## src/rtl/reg_file_pkg.sv

```systemverilog
`default_nettype none
// ============================================================================
// Module      : reg_file_pkg
// Description : Shared defaults, clear-sequencer state encoding and pair-index
//               helpers for the banked index-register file.
// Revision    : 1.0 - initial release
// ============================================================================
package reg_file_pkg;

    localparam int DEF_DATA_W    = 4;
    localparam int DEF_NUM_REGS  = 16;
    localparam int DEF_NUM_BANKS = 2;

    // Fixed width for the pair-index helpers; callers cast to their ADDR_W.
    localparam int IDX_FN_W = 16;

    typedef enum logic [1:0] {
        IDLE  = 2'd0,
        SWEEP = 2'd1,
        DONE  = 2'd2
    } clr_state_t;

    // Even register of pair p: {p, 0}
    function automatic logic [IDX_FN_W-1:0] evenIdx(input logic [IDX_FN_W-2:0] p);
        return {p, 1'b0};
    endfunction

    // Odd register of pair p: {p, 1}
    function automatic logic [IDX_FN_W-1:0] oddIdx(input logic [IDX_FN_W-2:0] p);
        return {p, 1'b1};
    endfunction

endpackage : reg_file_pkg
`default_nettype wire

```

## src/rtl/reg_clr_seq.sv

```systemverilog
`default_nettype none
// ============================================================================
// Module      : reg_clr_seq
// Description : Bank-clear sequencer. On clrStart it latches the bank and
//               sweeps every register index once, one per cycle, then pulses
//               clrDone for a single cycle before returning to idle.
// Revision    : 1.0 - initial release
// ============================================================================
module reg_clr_seq
    import reg_file_pkg::*;
#(
    parameter int NUM_REGS = DEF_NUM_REGS,
    parameter int BANK_W   = 1,
    parameter int ADDR_W   = $clog2(NUM_REGS)
) (
    input  logic              clk,
    input  logic              rst,
    input  logic              clrStart,
    input  logic [BANK_W-1:0] bankSel,
    output logic              clrBusy,
    output logic              clrDone,
    output logic              clrWe,
    output logic [BANK_W-1:0] clrBank,
    output logic [ADDR_W-1:0] clrIdx
);

    localparam logic [ADDR_W-1:0] LAST_IDX = ADDR_W'(NUM_REGS - 1);

    clr_state_t        state;
    clr_state_t        state_next;
    logic [ADDR_W-1:0] count;
    logic [BANK_W-1:0] bank;

    // State register
    always_ff @(posedge clk) begin
        if (rst) begin
            state <= IDLE;
        end else begin
            state <= state_next;
        end
    end

    // Sweep counter and bank latch; the bank is frozen for the whole sweep so
    // a bankSel change mid-sweep cannot redirect it.
    always_ff @(posedge clk) begin
        if (rst) begin
            count <= '0;
            bank  <= '0;
        end else begin
            case (state)
                IDLE: begin
                    if (clrStart) begin
                        count <= '0;
                        bank  <= bankSel;
                    end
                end
                SWEEP: begin
                    // Hold on the last index rather than wrapping.
                    if (count != LAST_IDX) begin
                        count <= count + ADDR_W'(1);
                    end
                end
                default: begin
                end
            endcase
        end
    end

    // Next-state and output decode
    always_comb begin
        state_next = state;
        clrWe      = 1'b0;
        clrDone    = 1'b0;
        clrBusy    = 1'b1;
        case (state)
            IDLE: begin
                clrBusy = 1'b0;
                if (clrStart) begin
                    state_next = SWEEP;
                end
            end
            SWEEP: begin
                clrWe = 1'b1;
                if (count == LAST_IDX) begin
                    state_next = DONE;
                end
            end
            DONE: begin
                clrDone    = 1'b1;
                state_next = IDLE;
            end
            default: begin
                state_next = IDLE;
            end
        endcase
    end

    assign clrBank = bank;
    assign clrIdx  = count;

endmodule : reg_clr_seq
`default_nettype wire

```

## src/rtl/reg_file_banked.sv

```systemverilog
`default_nettype none
// ============================================================================
// Module      : reg_file_banked
// Description : Banked index-register file with single/pair reads and writes,
//               an increment-and-zero-test path and a sequenced bank clear.
//               Command priority per cycle: rst > sweep > write > increment.
// Revision    : 1.0 - initial release
// ============================================================================
module reg_file_banked
    import reg_file_pkg::*;
#(
    parameter  int DATA_W    = DEF_DATA_W,
    parameter  int NUM_REGS  = DEF_NUM_REGS,
    parameter  int NUM_BANKS = DEF_NUM_BANKS,
    localparam int ADDR_W    = $clog2(NUM_REGS),
    localparam int BANK_W    = (NUM_BANKS > 1) ? $clog2(NUM_BANKS) : 1
) (
    input  logic                clk,
    input  logic                rst,
    input  logic [BANK_W-1:0]   bankSel,
    input  logic                wrEn,
    input  logic                wrPair,
    input  logic [ADDR_W-1:0]   wrAddr,
    input  logic [2*DATA_W-1:0] wrData,
    input  logic                incEn,
    input  logic [ADDR_W-1:0]   incAddr,
    output logic                incValid,
    output logic                incZero,
    input  logic [ADDR_W-1:0]   rdAddr,
    output logic [DATA_W-1:0]   rdData,
    input  logic [ADDR_W-2:0]   rdPairAddr,
    output logic [2*DATA_W-1:0] rdPairData,
    input  logic                clrStart,
    output logic                clrBusy,
    output logic                clrDone,
    output logic                cmdReady
);

    // With a single bank the select line exists but must always hit bank 0.
    localparam logic [BANK_W-1:0] BANK_MASK = BANK_W'(NUM_BANKS - 1);

    logic [DATA_W-1:0] regs [NUM_BANKS][NUM_REGS];

    logic [BANK_W-1:0] bank;
    logic              clr_we;
    logic [BANK_W-1:0] clr_bank_raw;
    logic [BANK_W-1:0] clr_bank;
    logic [ADDR_W-1:0] clr_idx;
    logic [ADDR_W-1:0] wr_even_idx;
    logic [ADDR_W-1:0] wr_odd_idx;
    logic [ADDR_W-1:0] rd_even_idx;
    logic [ADDR_W-1:0] rd_odd_idx;
    logic [DATA_W-1:0] inc_sum;
    logic              wr_accept;
    logic              inc_accept;

    assign bank     = bankSel & BANK_MASK;
    assign clr_bank = clr_bank_raw & BANK_MASK;

    reg_clr_seq #(
        .NUM_REGS (NUM_REGS),
        .BANK_W   (BANK_W),
        .ADDR_W   (ADDR_W)
    ) u_clr_seq (
        .clk      (clk),
        .rst      (rst),
        .clrStart (clrStart),
        .bankSel  (bankSel),
        .clrBusy  (clrBusy),
        .clrDone  (clrDone),
        .clrWe    (clr_we),
        .clrBank  (clr_bank_raw),
        .clrIdx   (clr_idx)
    );

    assign cmdReady = !clrBusy;

    // Pair indices: bit 0 of wrAddr is ignored for pair writes.
    assign wr_even_idx = ADDR_W'(evenIdx((IDX_FN_W-1)'(wrAddr[ADDR_W-1:1])));
    assign wr_odd_idx  = ADDR_W'(oddIdx((IDX_FN_W-1)'(wrAddr[ADDR_W-1:1])));
    assign rd_even_idx = ADDR_W'(evenIdx((IDX_FN_W-1)'(rdPairAddr)));
    assign rd_odd_idx  = ADDR_W'(oddIdx((IDX_FN_W-1)'(rdPairAddr)));

    // Increment wraps modulo 2^DATA_W; the carry is simply dropped.
    assign inc_sum = regs[bank][incAddr] + DATA_W'(1);

    // A write in the same cycle wins over an increment.
    assign wr_accept  = wrEn && cmdReady;
    assign inc_accept = incEn && !wrEn && cmdReady;

    // Reads are combinational with no bypass of same-cycle writes.
    assign rdData     = regs[bank][rdAddr];
    assign rdPairData = {regs[bank][rd_even_idx], regs[bank][rd_odd_idx]};

    // Storage update: reset, then sweep clear, then write, then increment
    always_ff @(posedge clk) begin
        if (rst) begin
            for (int b = 0; b < NUM_BANKS; b++) begin
                for (int r = 0; r < NUM_REGS; r++) begin
                    regs[b][r] <= '0;
                end
            end
        end else if (clr_we) begin
            regs[clr_bank][clr_idx] <= '0;
        end else if (wr_accept) begin
            if (wrPair) begin
                regs[bank][wr_even_idx] <= wrData[2*DATA_W-1:DATA_W];
                regs[bank][wr_odd_idx]  <= wrData[DATA_W-1:0];
            end else begin
                regs[bank][wrAddr] <= wrData[DATA_W-1:0];
            end
        end else if (inc_accept) begin
            regs[bank][incAddr] <= inc_sum;
        end
    end

    // Increment status: valid pulses once, zero flag holds until next increment
    always_ff @(posedge clk) begin
        if (rst) begin
            incValid <= 1'b0;
            incZero  <= 1'b0;
        end else begin
            incValid <= inc_accept;
            if (inc_accept) begin
                incZero <= (inc_sum == '0);
            end
        end
    end

endmodule : reg_file_banked
`default_nettype wire

```

## config.mk

```make
export PLATFORM = sky130hd
export DESIGN_NAME = reg_file_banked
export DESIGN_NICKNAME = d
export VERILOG_FILES = /design/src/rtl/reg_file_pkg.sv /design/src/rtl/reg_clr_seq.sv /design/src/rtl/reg_file_banked.sv
export SDC_FILE = /design/constraint.sdc
export NUM_CORES = 1
export LEC_CHECK = 0
export CORE_MARGIN = 1.5
export CORE_UTILIZATION = 25
export DETAILED_ROUTE_END_ITERATION = 12
export GPL_TIMING_DRIVEN = 0
export HOLD_SLACK_MARGIN = 0.08
export PLACE_DENSITY = 0.51
export SLEW_MARGIN = 30
export SYNTH_ARGS = -nofsm -noshare
export SYNTH_HDL_FRONTEND = slang
export SYNTH_SLANG_ARGS = --single-unit
export TNS_END_PERCENT = 10
```

## constraint.sdc

```tcl
create_clock -name clk -period 6.85 [get_ports clk]
set_clock_uncertainty 0.15 [all_clocks]
set_input_delay 1.0275 -clock clk [delete_from_list [all_inputs] [get_ports clk]]
set_output_delay 1.0275 -clock clk [all_outputs]
set_load 0.01 [all_outputs]
```

==> results.md <==
* Cells after Synth at 993
* Die Span Y at 215 um
* Post-synth EDFFs at 128
* Initial DRC count at 1581
* Final setup margin at 0.949 ns
* Post-route antenna net violation count at 0
* CTS tree: built
* First-pass GRT wire length at 70.5 mm
* Vias per cell at 6.01
* Grt ovf at 0
* Int Pwr at 1830 uW
* RSZ-0062 raised after global routing: false
* DRC viols at 0
* Total setup buffers inserted after CTS at 0
* CTS Buffer Depth at 2
* Seq cells post-synth at 137
* Sw frac at 36.3%
* FMAX at 169 MHz
* Final Hold Viols at 0
* Worst Setup Start Kind: primary input
* Worst Hold Class: flip-flop to flip-flop
* Slew HR at 29.4%
* Synth warn at 0
* Synth Flop Type: edfxtp_1
* Commonest non-fill, non-tap cells in the layout: edfxtp_1, nor2_1, mux4_2
* Sw Pwr at 1050 uW
* Core area at 44300 um^2
* Die W at 215 um
* Comb pwr share at 28.1%
* Synth cell types at 74
* Avg Cell Area, Syn at 11.3 um^2
* Commonest non-fill, non-tap cell in the layout: edfxtp_1
* CTS root buffer: clkbuf_16
* Post-DP HPWL at 40.0 mm
* Min Tclk post-route at 5.90 ns
* Number of global-route vias before repair at 9249
* Antenna cells at 0
* Max-cap check violation count at 0
* Row cnt at 77
* Crit share post-route at 86.1%
* Detailed-route wire length per cell at 30.5 um
* Largest net degree at the start of global routing at 17
* Worst slew pin tran at 1.05 ns
* Worst skew pair latency at 0.44 ns
* P&R area growth vs syn at 15.0%
* Reg power frac at 39.0%
* Placement Cell Area at 12300 um^2
* Crit path kind: primary input to output pin
* Ys async rst share at 0%
* Pre-antenna DRT Iters at 5
* Share of post-route cells with drive strength above 1 at 25.4%
* Pre-CTS setup slack at 0.963 ns
* CTS Hold Bufs at 0
* Crit path DAT at 4.72 ns
* Io pins at 47
* Critical path capture point type: output pin
* Post-synthesis sequential area ratio at 35.8%
* Crit Path Max Fanout at 10
* Leakage power at 0.00430 uW
* Total power per unit cell area at 223 nW/um^2
* Routability congestion estimate at 0.985
* Final TNS setup at 0 ns
* Worst hold slack at 0.303 ns
* Tot GR Track Use at 21.4%
* Area of the die at 46200 um^2
* Nets at 1081
* Via count at 9921
* Starting Density at 25.4%
* H-tree levels at 4
* # setup viols final at 0
* Final Util at 29.2%
* Cell area after layout at 12900 um^2
* Clk slew on worst S/H paths at 0.07 ns
* DRT Wirelength at 50.4 mm
* Port Buffer Count at 34
* Max IR drop VDD at 0.165 mV
* Antenna violations before repair at 2
* Outcome: finished clean
* Post-Syn Nets at 1028
* Max-slew violation count at 0
* Clock power share at 32.9%
* Clock Sinks at 137
* Mapped cell area at 11200 um^2
* Resize count post-CTS at 0
* CTS Buf Count at 17
* Critical Path RT at 5.67 ns
==> stage by stage <==
step	instances	power (uW)
floorplan	993	1560
global placement	1619	1910
detailed placement	1619	1910
CTS	1651	2840
global route	1651	2930
finish	1651	2880
==> state kept, by name, indices dropped and copies added (netlist names) <==
name	cells
regs	128
u_clr_seq.clrIdx	4
u_clr_seq.state	2
incValid	1
incZero	1
u_clr_seq.clrBank	1
==> worst paths after layout <==
kind	slack, ns	cells after the start	startpoint	end
worst max register to register	2.41	12	regs[1][56]	regs[0][5]
worst min register to register	0.30	2	u_clr_seq.clrBank	u_clr_seq.clrBank
worst min-delay path	0.30	2	u_clr_seq.clrBank	u_clr_seq.clrBank
worst max-delay path	0.95	10	bankSel	rdPairData[2]
==> logic make-up (layout without fill, tap and decap cells) <==
| family | after synthesis | count (layout) | share of synthesized area [%] |
|---|---|---|---|
| buf+inv | 103 | 169 | 4.63 |
| compound gates | 205 | 205 | 16.3 |
| fa+ha+maj | 5 | 5 | 0.556 |
| mux | 179 | 179 | 25.5 |
| flops | 137 | 137 | 35.8 |
| xor+xnor | 5 | 5 | 0.523 |
| simple gates | 359 | 359 | 16.7 |
==> layer usage <==
| layer | global-route usage, % | vias to the layer above | share of wire, % |
|---|---|---|---|
| li1 | - | 4076 | - |
| met1 | 30.9 | 4975 | 44 |
| met2 | 31.5 | 736 | 42 |
| met3 | 5.11 | 132 | 11 |
| met4 | 6.43 | 2 | 3.4 |
| met5 | 0 | - | 0.046 |
==> power by group through the flow <==
stage | Clock, uW | Combinational, uW | Sequential [uW]
CTS | 943 | 784 | 1110
global route | 974 | 834 | 1120
detailed placement | 0 | 782 | 1130
finish | 948 | 809 | 1120
floorplan | 0 | 493 | 1070
global placement | 0 | 781 | 1130
==> worst max-delay path, cell delays in order <==
cell             delay [ns]
buf_2                  0.21
buf_6                  0.24
buf_6                  0.21
buf_4                  0.25
buf_4                  0.27
buf_2                  0.45
buf_2                  0.48
mux4_2                 0.58
mux4_2                 0.47
clkdlybuf4s50_1        0.50
==> synth_stat cells, drive strengths merged (9+ instances only) <==
cell	count	area [um^2]
a22oi	10	75.1
a311oi	13	176
clkbuf	49	184
mux2i	75	751
a211oi	52	546
dfxtp	9	180
a21oi	45	225
nand2	74	280
and2	16	100
edfxtp	128	3840
nand3	52	265
buf	47	310
and3	21	131
nor2	85	319
mux4	84	1890
o21ai	21	105
a2111oi	23	324
nor2b	17	106
nor3	20	121
mux2	20	225
nand2b	23	144
nand4	12	81.3
==> layout make-up <==
| type | instances | area [um^2] |
|---|---|---|
| multi-input cells | 753 | 6720 |
| inverters | 7 | 26.3 |
| flip-flops and latches | 137 | 4020 |
| fillers | 4590 | 31400 |
| plain buffers | 96 | 494 |
| well taps | 592 | 741 |
| clock buffers | 17 | 425 |
| clock inverters | 15 | 158 |
| repair buffers | 34 | 340 |
(Power assumes the default switching activity.)
